==> src/rtl/gmux_seq_ctrl.sv <==
// Global clock mux sequencer: staggered quadrant gate-off, settle, select change, staggered re-enable.
// Optional build macro GMUX_SEQ_VLP_EN adds per-quadrant low-power flags that track gated quadrants.
//
// state  | meaning
// IDLE   | ready for a request, outputs static
// GATE   | disabling quadrants high index to low, one per stagger interval
// SETTLE | all quadrants off, waiting out the settle interval
// SWITCH | select just loaded, waiting for the first enable step
// UNGATE | enabling masked quadrants low index to high
module gmux_seq_ctrl #(
    parameter int NUM_SRC     = 2,
    parameter int NUM_QUAD    = 4,
    parameter int STAGGER_CYC = 2,
    parameter int SETTLE_CYC  = 4,
    parameter int SELW        = (NUM_SRC > 1) ? $clog2(NUM_SRC) : 1
) (
    input  logic                CLK,
    input  logic                RST,
    input  logic                REQ_VLD,
    input  logic [SELW-1:0]     REQ_SRC,
    input  logic [NUM_QUAD-1:0] REQ_QMASK,
    output logic                REQ_RDY,
    output logic [SELW-1:0]     SSEL,
    output logic [NUM_QUAD-1:0] SEN,
    output logic [NUM_QUAD-1:0] VLP,
    output logic                BUSY,
    output logic                DONE,
    output logic                ERR
);

    localparam int MAXC = (STAGGER_CYC > SETTLE_CYC) ? STAGGER_CYC : SETTLE_CYC;
    localparam int CW   = $clog2(MAXC + 1);
    localparam int QW   = (NUM_QUAD > 1) ? $clog2(NUM_QUAD) : 1;

    typedef enum logic [2:0] {
        IDLE   = 3'd0,
        GATE   = 3'd1,
        SETTLE = 3'd2,
        SWITCH = 3'd3,
        UNGATE = 3'd4
    } state_t;

    state_t                state;
    logic [CW-1:0]         cnt;
    logic [QW-1:0]         qidx;
    logic [SELW-1:0]       src_q;
    logic [NUM_QUAD-1:0]   mask_q;
    logic                  src_ok;

    assign src_ok = ({1'b0, REQ_SRC} < (SELW+1)'(NUM_SRC));

`ifndef GMUX_SEQ_VLP_EN
    assign VLP = '0;
`endif

    always_ff @(posedge CLK) begin
        if (RST) begin
            state   <= IDLE;
            cnt     <= '0;
            qidx    <= '0;
            src_q   <= '0;
            mask_q  <= '0;
            SSEL    <= '0;
            SEN     <= '0;
            BUSY    <= 1'b0;
            DONE    <= 1'b0;
            ERR     <= 1'b0;
            REQ_RDY <= 1'b1;
`ifdef GMUX_SEQ_VLP_EN
            VLP     <= '0;
`endif
        end else begin
            DONE <= 1'b0;
            ERR  <= 1'b0;
            case (state)
                IDLE: begin
                    if (REQ_VLD) begin
                        if (src_ok) begin
                            src_q   <= REQ_SRC;
                            mask_q  <= REQ_QMASK;
                            BUSY    <= 1'b1;
                            REQ_RDY <= 1'b0;
                            // The top quadrant gates on the accepting edge itself.
                            SEN[NUM_QUAD-1] <= 1'b0;
`ifdef GMUX_SEQ_VLP_EN
                            VLP[NUM_QUAD-1] <= 1'b1;
`endif
                            if (NUM_QUAD == 1) begin
                                state <= SETTLE;
                                cnt   <= CW'(SETTLE_CYC - 1);
                            end else begin
                                state <= GATE;
                                qidx  <= QW'(NUM_QUAD - 2);
                                cnt   <= CW'(STAGGER_CYC - 1);
                            end
                        end else begin
                            ERR <= 1'b1;
                        end
                    end
                end
                GATE: begin
                    if (cnt != '0) begin
                        cnt <= cnt - 1'b1;
                    end else begin
                        SEN[qidx] <= 1'b0;
`ifdef GMUX_SEQ_VLP_EN
                        VLP[qidx] <= 1'b1;
`endif
                        if (qidx == '0) begin
                            state <= SETTLE;
                            cnt   <= CW'(SETTLE_CYC - 1);
                        end else begin
                            qidx <= qidx - 1'b1;
                            cnt  <= CW'(STAGGER_CYC - 1);
                        end
                    end
                end
                SETTLE: begin
                    if (cnt != '0) begin
                        cnt <= cnt - 1'b1;
                    end else begin
                        SSEL  <= src_q;
                        state <= SWITCH;
                        qidx  <= '0;
                        cnt   <= CW'(STAGGER_CYC - 1);
                    end
                end
                SWITCH, UNGATE: begin
                    if (cnt != '0) begin
                        cnt <= cnt - 1'b1;
                    end else begin
                        if (mask_q[qidx]) begin
                            SEN[qidx] <= 1'b1;
`ifdef GMUX_SEQ_VLP_EN
                            VLP[qidx] <= 1'b0;
`endif
                        end
                        if (qidx == QW'(NUM_QUAD - 1)) begin
                            state   <= IDLE;
                            BUSY    <= 1'b0;
                            DONE    <= 1'b1;
                            REQ_RDY <= 1'b1;
                        end else begin
                            state <= UNGATE;
                            qidx  <= qidx + 1'b1;
                            cnt   <= CW'(STAGGER_CYC - 1);
                        end
                    end
                end
                default: state <= IDLE;
            endcase
        end
    end

endmodule

==> config.mk <==
export PLATFORM = sky130hd
export DESIGN_NAME = gmux_seq_ctrl
export DESIGN_NICKNAME = d
export VERILOG_FILES = /design/src/rtl/gmux_seq_ctrl.sv
export SDC_FILE = /design/constraint.sdc
export NUM_CORES = 1
export LEC_CHECK = 0
export CORE_AREA = 2 2 71 73
export CTS_CLUSTER_DIAMETER = 30
export CTS_CLUSTER_SIZE = 25
export DETAILED_ROUTE_END_ITERATION = 12
export DIE_AREA = 0 0 73 75
export PLACE_DENSITY = 0.58
export RECOVER_POWER = 100
export SYNTH_ARGS = -nofsm -noshare
export SYNTH_HDL_FRONTEND = slang
export SYNTH_SLANG_ARGS = --single-unit
==> constraint.sdc <==
create_clock -name CLK -period 1.67 [get_ports CLK]
set_input_delay 0.167 -clock CLK [delete_from_list [all_inputs] [get_ports CLK]]
set_output_delay 0.167 -clock CLK [all_outputs]
set_load 0.005 [all_outputs]
# ---- Word-level counts from Yosys, hierarchy flattened
# Cells that the tools add are included.
dict set report totals {
  wordCells 92
  out_inout_bits 13
  input_bits 8
  ff_bits 21
}
dict set report classes {
  n_addsub 3
  n_mux 38
  eq_ne 15
  bitwise_logic 5
  order_cmp 2
  n_reduce_logical 18
}
# operator count
set ops {}
lappend ops {{$mux W3} 10}
lappend ops {{$pmux W3 S4} 2}
lappend ops {{$ne A2 B2 Y1 const B} 9}
lappend ops {{$mux W2} 7}
lappend ops {{$mux W4} 3}
lappend ops {{$reduce_and A5 Y1} 2}
lappend ops {{$mux W1} 9}
lappend ops {{$pmux W2 S4} 1}
lappend ops {{$reduce_and A4 Y1} 2}
lappend ops {{$reduce_and A7 Y1} 1}
lappend ops {{$eq A3 B2 Y1 const B} 2}
lappend ops {{$pmux W3 S2} 1}
lappend ops {{$reduce_bool A3 Y1} 2}
lappend ops {{$and A4 B4 Y4} 1}
lappend ops {{$not A4 Y4} 1}
lappend ops {{$or A4 B4 Y4} 1}
lappend ops {{$pmux W1 S2} 2}
lappend ops {{$reduce_and A2 Y1} 2}
lappend ops {{$reduce_bool A2 Y1} 2}
lappend ops {{$reduce_bool A4 Y1} 1}
lappend ops {{$eq A3 B1 Y1 const B} 1}
lappend ops {{$eq A3 B3 Y1 const B} 1}
lappend ops {{$logic_not A3 Y1} 1}
lappend ops {{$lt A2 B3 Y1 const B} 1}
lappend ops {{other kinds (15)} 16}

# ---- Depth between registers and ports, before layout
# Gate-level depths: netlist (run 1).
dict set report depth {
  word_depth 8
  mapped_depth 7
  depth_no_buf 6
}

# ---- Worst setup path before layout (run 1)
# No wires, ideal clock.
dict set report synth_timing {
  path_kind {reg-to-reg}
  start {register cnt[0]}
  end {register qidx[1]}
  path_buffers 0
  path_stages_with_launch 7
  arrival_time_ns 1.453
  period_less_slack_ns 1.522
  slack_ns 0.148
  path_cell_list {dfxtp_1 inv_1 ha_1 nand2b_1 o22a_1 or4_1 o21ai_1}
}
dict set report synth_between {
  elab_chain_cells 3
}
# element line_no
set synth_lines {}
lappend synth_lines {{start: declaration} 44} ;# logic [CW-1:0] cnt;
lappend synth_lines {{start signal: assignment} 90} ;# cnt <= CW'(SETTLE_CYC - 1);
lappend synth_lines {{start signal: assignment} 94} ;# cnt <= CW'(STAGGER_CYC - 1);
lappend synth_lines {{start signal: assignment} 103} ;# cnt <= cnt - 1'b1;
lappend synth_lines {{$reduce_bool A3 Y1 *} {102, 119, 129}}
lappend synth_lines {{$ne A2 B2 Y1 (no source line)} n/a}
lappend synth_lines {{$reduce_and A7 Y1 (no source line) *} n/a}
lappend synth_lines {{end signal: assignment} 93} ;# qidx <= QW'(NUM_QUAD - 2);
lappend synth_lines {{end signal: assignment} 113} ;# qidx <= qidx - 1'b1;
lappend synth_lines {{end signal: assignment} 145} ;# qidx <= qidx + 1'b1;
lappend synth_lines {{end: declaration} 45} ;# logic [QW-1:0] qidx;
# Every way passes the cells marked *; elsewhere a longest branch is shown, timed or not.
# A chain may end at the register's enable or synchronous reset.

# ---- Worst setup path in the final report (run 1)
dict set report layout_timing {
  start {register state[0]}
  end {register mask_q[2]}
}
dict set report layout_between {
  elab_chain_cells 2
}
# element line_no
set layout_lines {}
lappend layout_lines {{start: declaration} 43} ;# state_t state;
lappend layout_lines {{start signal: assignment} 58} ;# state <= IDLE;
lappend layout_lines {{start signal: assignment} 89} ;# state <= SETTLE;
lappend layout_lines {{start signal: assignment} 92} ;# state <= GATE;
lappend layout_lines {{$logic_not A3 Y1} 75} ;# case (state)
lappend layout_lines {{$reduce_and A2 Y1 (no source line)} n/a}
lappend layout_lines {{end signal: assignment} 62} ;# mask_q <= '0;
lappend layout_lines {{end signal: assignment} 80} ;# mask_q <= REQ_QMASK;
lappend layout_lines {{end: declaration} 47} ;# logic [NUM_QUAD-1:0] mask_q;
# No other way between the ends.

==> results.yml, run 1 <==
status:
  status: "complete, no violations"
sta:
  period_share: 0.947
  fin_crit_ps: 1580
  hold_violations: 0
  setup_tns_ps: 0
  fin_skew_ps: 2.91
  final_max_slew_viol_count: 0
  max_freq_ghz: 0.632
  setup_ws_ps: 88.6
  rsz0062_at_grt: "false"
  finalSetupViolations: 0
floorplanning:
  initial_utilization: 0.283
  die_x_um: 73
  die_height_um: 75
  rows: 25
  core_area_um2: 4660
  die_area_um2: 5480
  pin_count: 21
setup_path:
  cpPeakStageDelay_ps: 430
  endpoint_kind: "flop"
  worst_ep_arrival_time_ps: 1740
  critical_path.slowest_cell: "nor4b_2"
  path_max_fanout: 9
  worstPathCellList: "buf_4, nor4b_2, buf_4, mux2i_1, nor2_1"
  cp_common_cell: "buf_4"
  worstPathRequired_ps: 1830
  startpoint_type: "flop"
  crit_type: "flop to flop"
route:
  num_vias: 1177
  postRouteAntennaNets: 0
  drtIter0Drc: 57
  dr.pass1.iters: 4
  avgViaCountPerCell: 5.12
  wl_per_cell_um: 12.6
  wl_um: 2900
  drc: 0
synth:
  netlist_instances: 155
  yosys.cell_types.count: 49
  netlist.area_leader.share: 0.319
  synth_area_um2: 1320
  syn_area_per_cell_um2: 8.50
  ys_seq_elements: 21
  synthTopCellsByArea: "dfxtp_1, mux2i_1, buf_4"
  yosys.area.top_type: "dfxtp_1"
  yosysWarnings: 0
  yosysSeqAreaShare: 0.319
clocking:
  cts-root-buf: "clkbuf_8"
  cts_tree: "done"
  holdBufCountCts: 0
  clkLatencyLatePin_ps: 260
  h-tree-depth: 1
  clockBufferDepth: 2
  clk_pin_slew_worst_paths_ps: 80
  numCtsBuffers: 3
  cts_sinks: 21
final_layout:
  drive_above_1_share: 0.193
  fillers: 471
  final_nets: 187
  n_antenna_cell: 0
  syn_to_final_growth_pct: 23.3
  postLayoutCellArea_um2: 1620
  fin_util: 0.348
power:
  power.leakage_nw: 0.625
  switching_share: 0.389
  clockPowerShare: 0.175
  p_sw_mw: 0.769
  power_density_nw_per_um2: 1220
  seq_power_share: 0.340
  comb_power_share: 0.485
  max-vdd-ir-drop_v: 0.000591
  total_power_mw: 1.98
  p_int_mw: 1.21
placement:
  numPortBuffers: 15
  gp_congestion: 0.842
  dpl_cell_area_um2: 1550
  dp_hpwl_um: 2120
  post-place-ws_ps: -59.8
global_route:
  grt_max_degree: 20
  grt_overflow: 0
  grt_antenna_before_repair: 0
  grt_pass1_wl_um: 4990
  first_global_vias: 1093
  grt.total_usage: 0.115
min_path:
  hp-class: "flop to flop"
flow_run:
  cap_violations: 0
==> power by group through the flow <==
stage / clock network [mW] / registers [mW] / logic, mW
after detailed placement: 0 / 0.681 / 0.911
after global placement: 0 / 0.680 / 0.909
after floorplan: 0 / 0.644 / 0.698
final: 0.345 / 0.673 / 0.959
after global routing: 0.375 / 0.690 / 1.06
after CTS: 0.358 / 0.671 / 0.941
==> cells in the mapped netlist (all sizes together) <==
library cell / number
a211oi: 4
a21oi: 8
a221oi: 3
a2bb2o: 1
a311oi: 1
a41oi: 2
and3b: 1
and4b: 1
and4bb: 1
buf: 16
clkbuf: 2
conb: 1
dfxtp: 21
ha: 2
inv: 7
mux2: 1
mux2i: 9
nand2: 5
nand2b: 6
nand3: 2
nor2: 17
nor2b: 5
nor3: 6
nor3b: 1
nor4: 1
nor4b: 2
o2111ai: 2
o211a: 2
o21a: 2
o21ai: 10
o21bai: 2
o221ai: 1
o22a: 1
o22ai: 1
o311ai: 1
o31ai: 1
or2: 1
or3: 1
or3b: 1
or4: 2
xor2: 1
==> kinds of logic (layout without fill, tap and decap cells) <==
logic type               Yosys count  count (layout)  synth area share
AND/OR/NAND/NOR                   53              53             0.222
AO/OA/AOI/OAI                     42              42             0.240
buffers and inverters             25              42             0.113
flip-flops                        21              21             0.319
multiplexers                      10              10            0.0769
adder cells (fa/ha/maj)            2               2            0.0190
other                              1               5           0.00285
XOR/XNOR                           1               1           0.00665
==> path summary, 6_finish.rpt <==
kind	from	to	slack (ps)	cells after the start
setup / recovery	state[0]	mask_q[2]	90	5
hold / removal	SEN[3]	SEN[3]	470	2
setup reg to reg	state[0]	mask_q[2]	90	5
hold reg to reg	SEN[3]	SEN[3]	470	2
==> metrics by stage <==
step	std cells	hold WS (ps)
final	230	468
after global routing	230	488
after CTS	230	472
after detailed placement	225	457
after global placement	225	460
after floorplan	159	314
==> metal layers <==
metal	GRT usage	share of wire
met2	0.184	0.44
met1	0.151	0.52
met4	0.0535	0.017
met5	0	0
met3	0.0201	0.031
==> critical path, delay by kind of cell, from the launching register on <==
kind | cells | cell delay (ps)
flops | 1 | 390
buf+inv | 2 | 420
simple gates | 2 | 480
mux | 1 | 190
==> placed cells by master (no fill, tap or decap), drive strengths merged, types with 2 or more instances in the layout <==
cell type      synthesis  routed
o21bai                 2       2
a21oi                  8       8
dlygate4sd3            0       8
nand3                  2       2
a211oi                 4       4
clkbuf                 2       6
nor2                  17      17
dfxtp                 21      21
or4                    2       2
clkdlybuf4s50          0       7
o21a                   2       2
nor3                   6       6
ha                     2       2
o211a                  2       2
conb                   1       5
buf                   16      13
o21ai                 10      10
nor2b                  5       5
inv                    7       7
nand2                  5       5
mux2i                  9       9
o2111ai                2       2
a41oi                  2       2
a221oi                 3       3
nor4b                  2       2
nand2b                 6       6
==> cell type report <==
class	count	area, µm²	area share
Clock inverter	1	7.51	0.00462
Tap cell	54	67.6	0.0416
Sequential cell	21	420	0.259
Inverter	7	26.3	0.0162
Multi-Input combinational cell	113	798	0.492
Timing Repair Buffer	31	263	0.162
Clock buffer	3	41.3	0.0254
==> repair_timing <==
action,CTS,global route
buffers inserted,1,0
gates resized for setup,2,6
pin swaps,0,1
endpoints found under the setup margin,2,9
(Power assumes the default switching activity.)
==> inputs of run 2 (changes only) <==
--- a/config.mk
+++ b/config.mk
@@ -6,6 +6,7 @@
 export NUM_CORES = 1
 export LEC_CHECK = 0
 export CORE_AREA = 2 2 71 73
+export CTS_BUF_LIST = sky130_fd_sc_hd__clkbuf_8 sky130_fd_sc_hd__clkbuf_16
 export CTS_CLUSTER_DIAMETER = 30
 export CTS_CLUSTER_SIZE = 25
 export DETAILED_ROUTE_END_ITERATION = 12
==> results of run 2 <==
The final DEF is identical to that of run 1; final timing and power are the same.
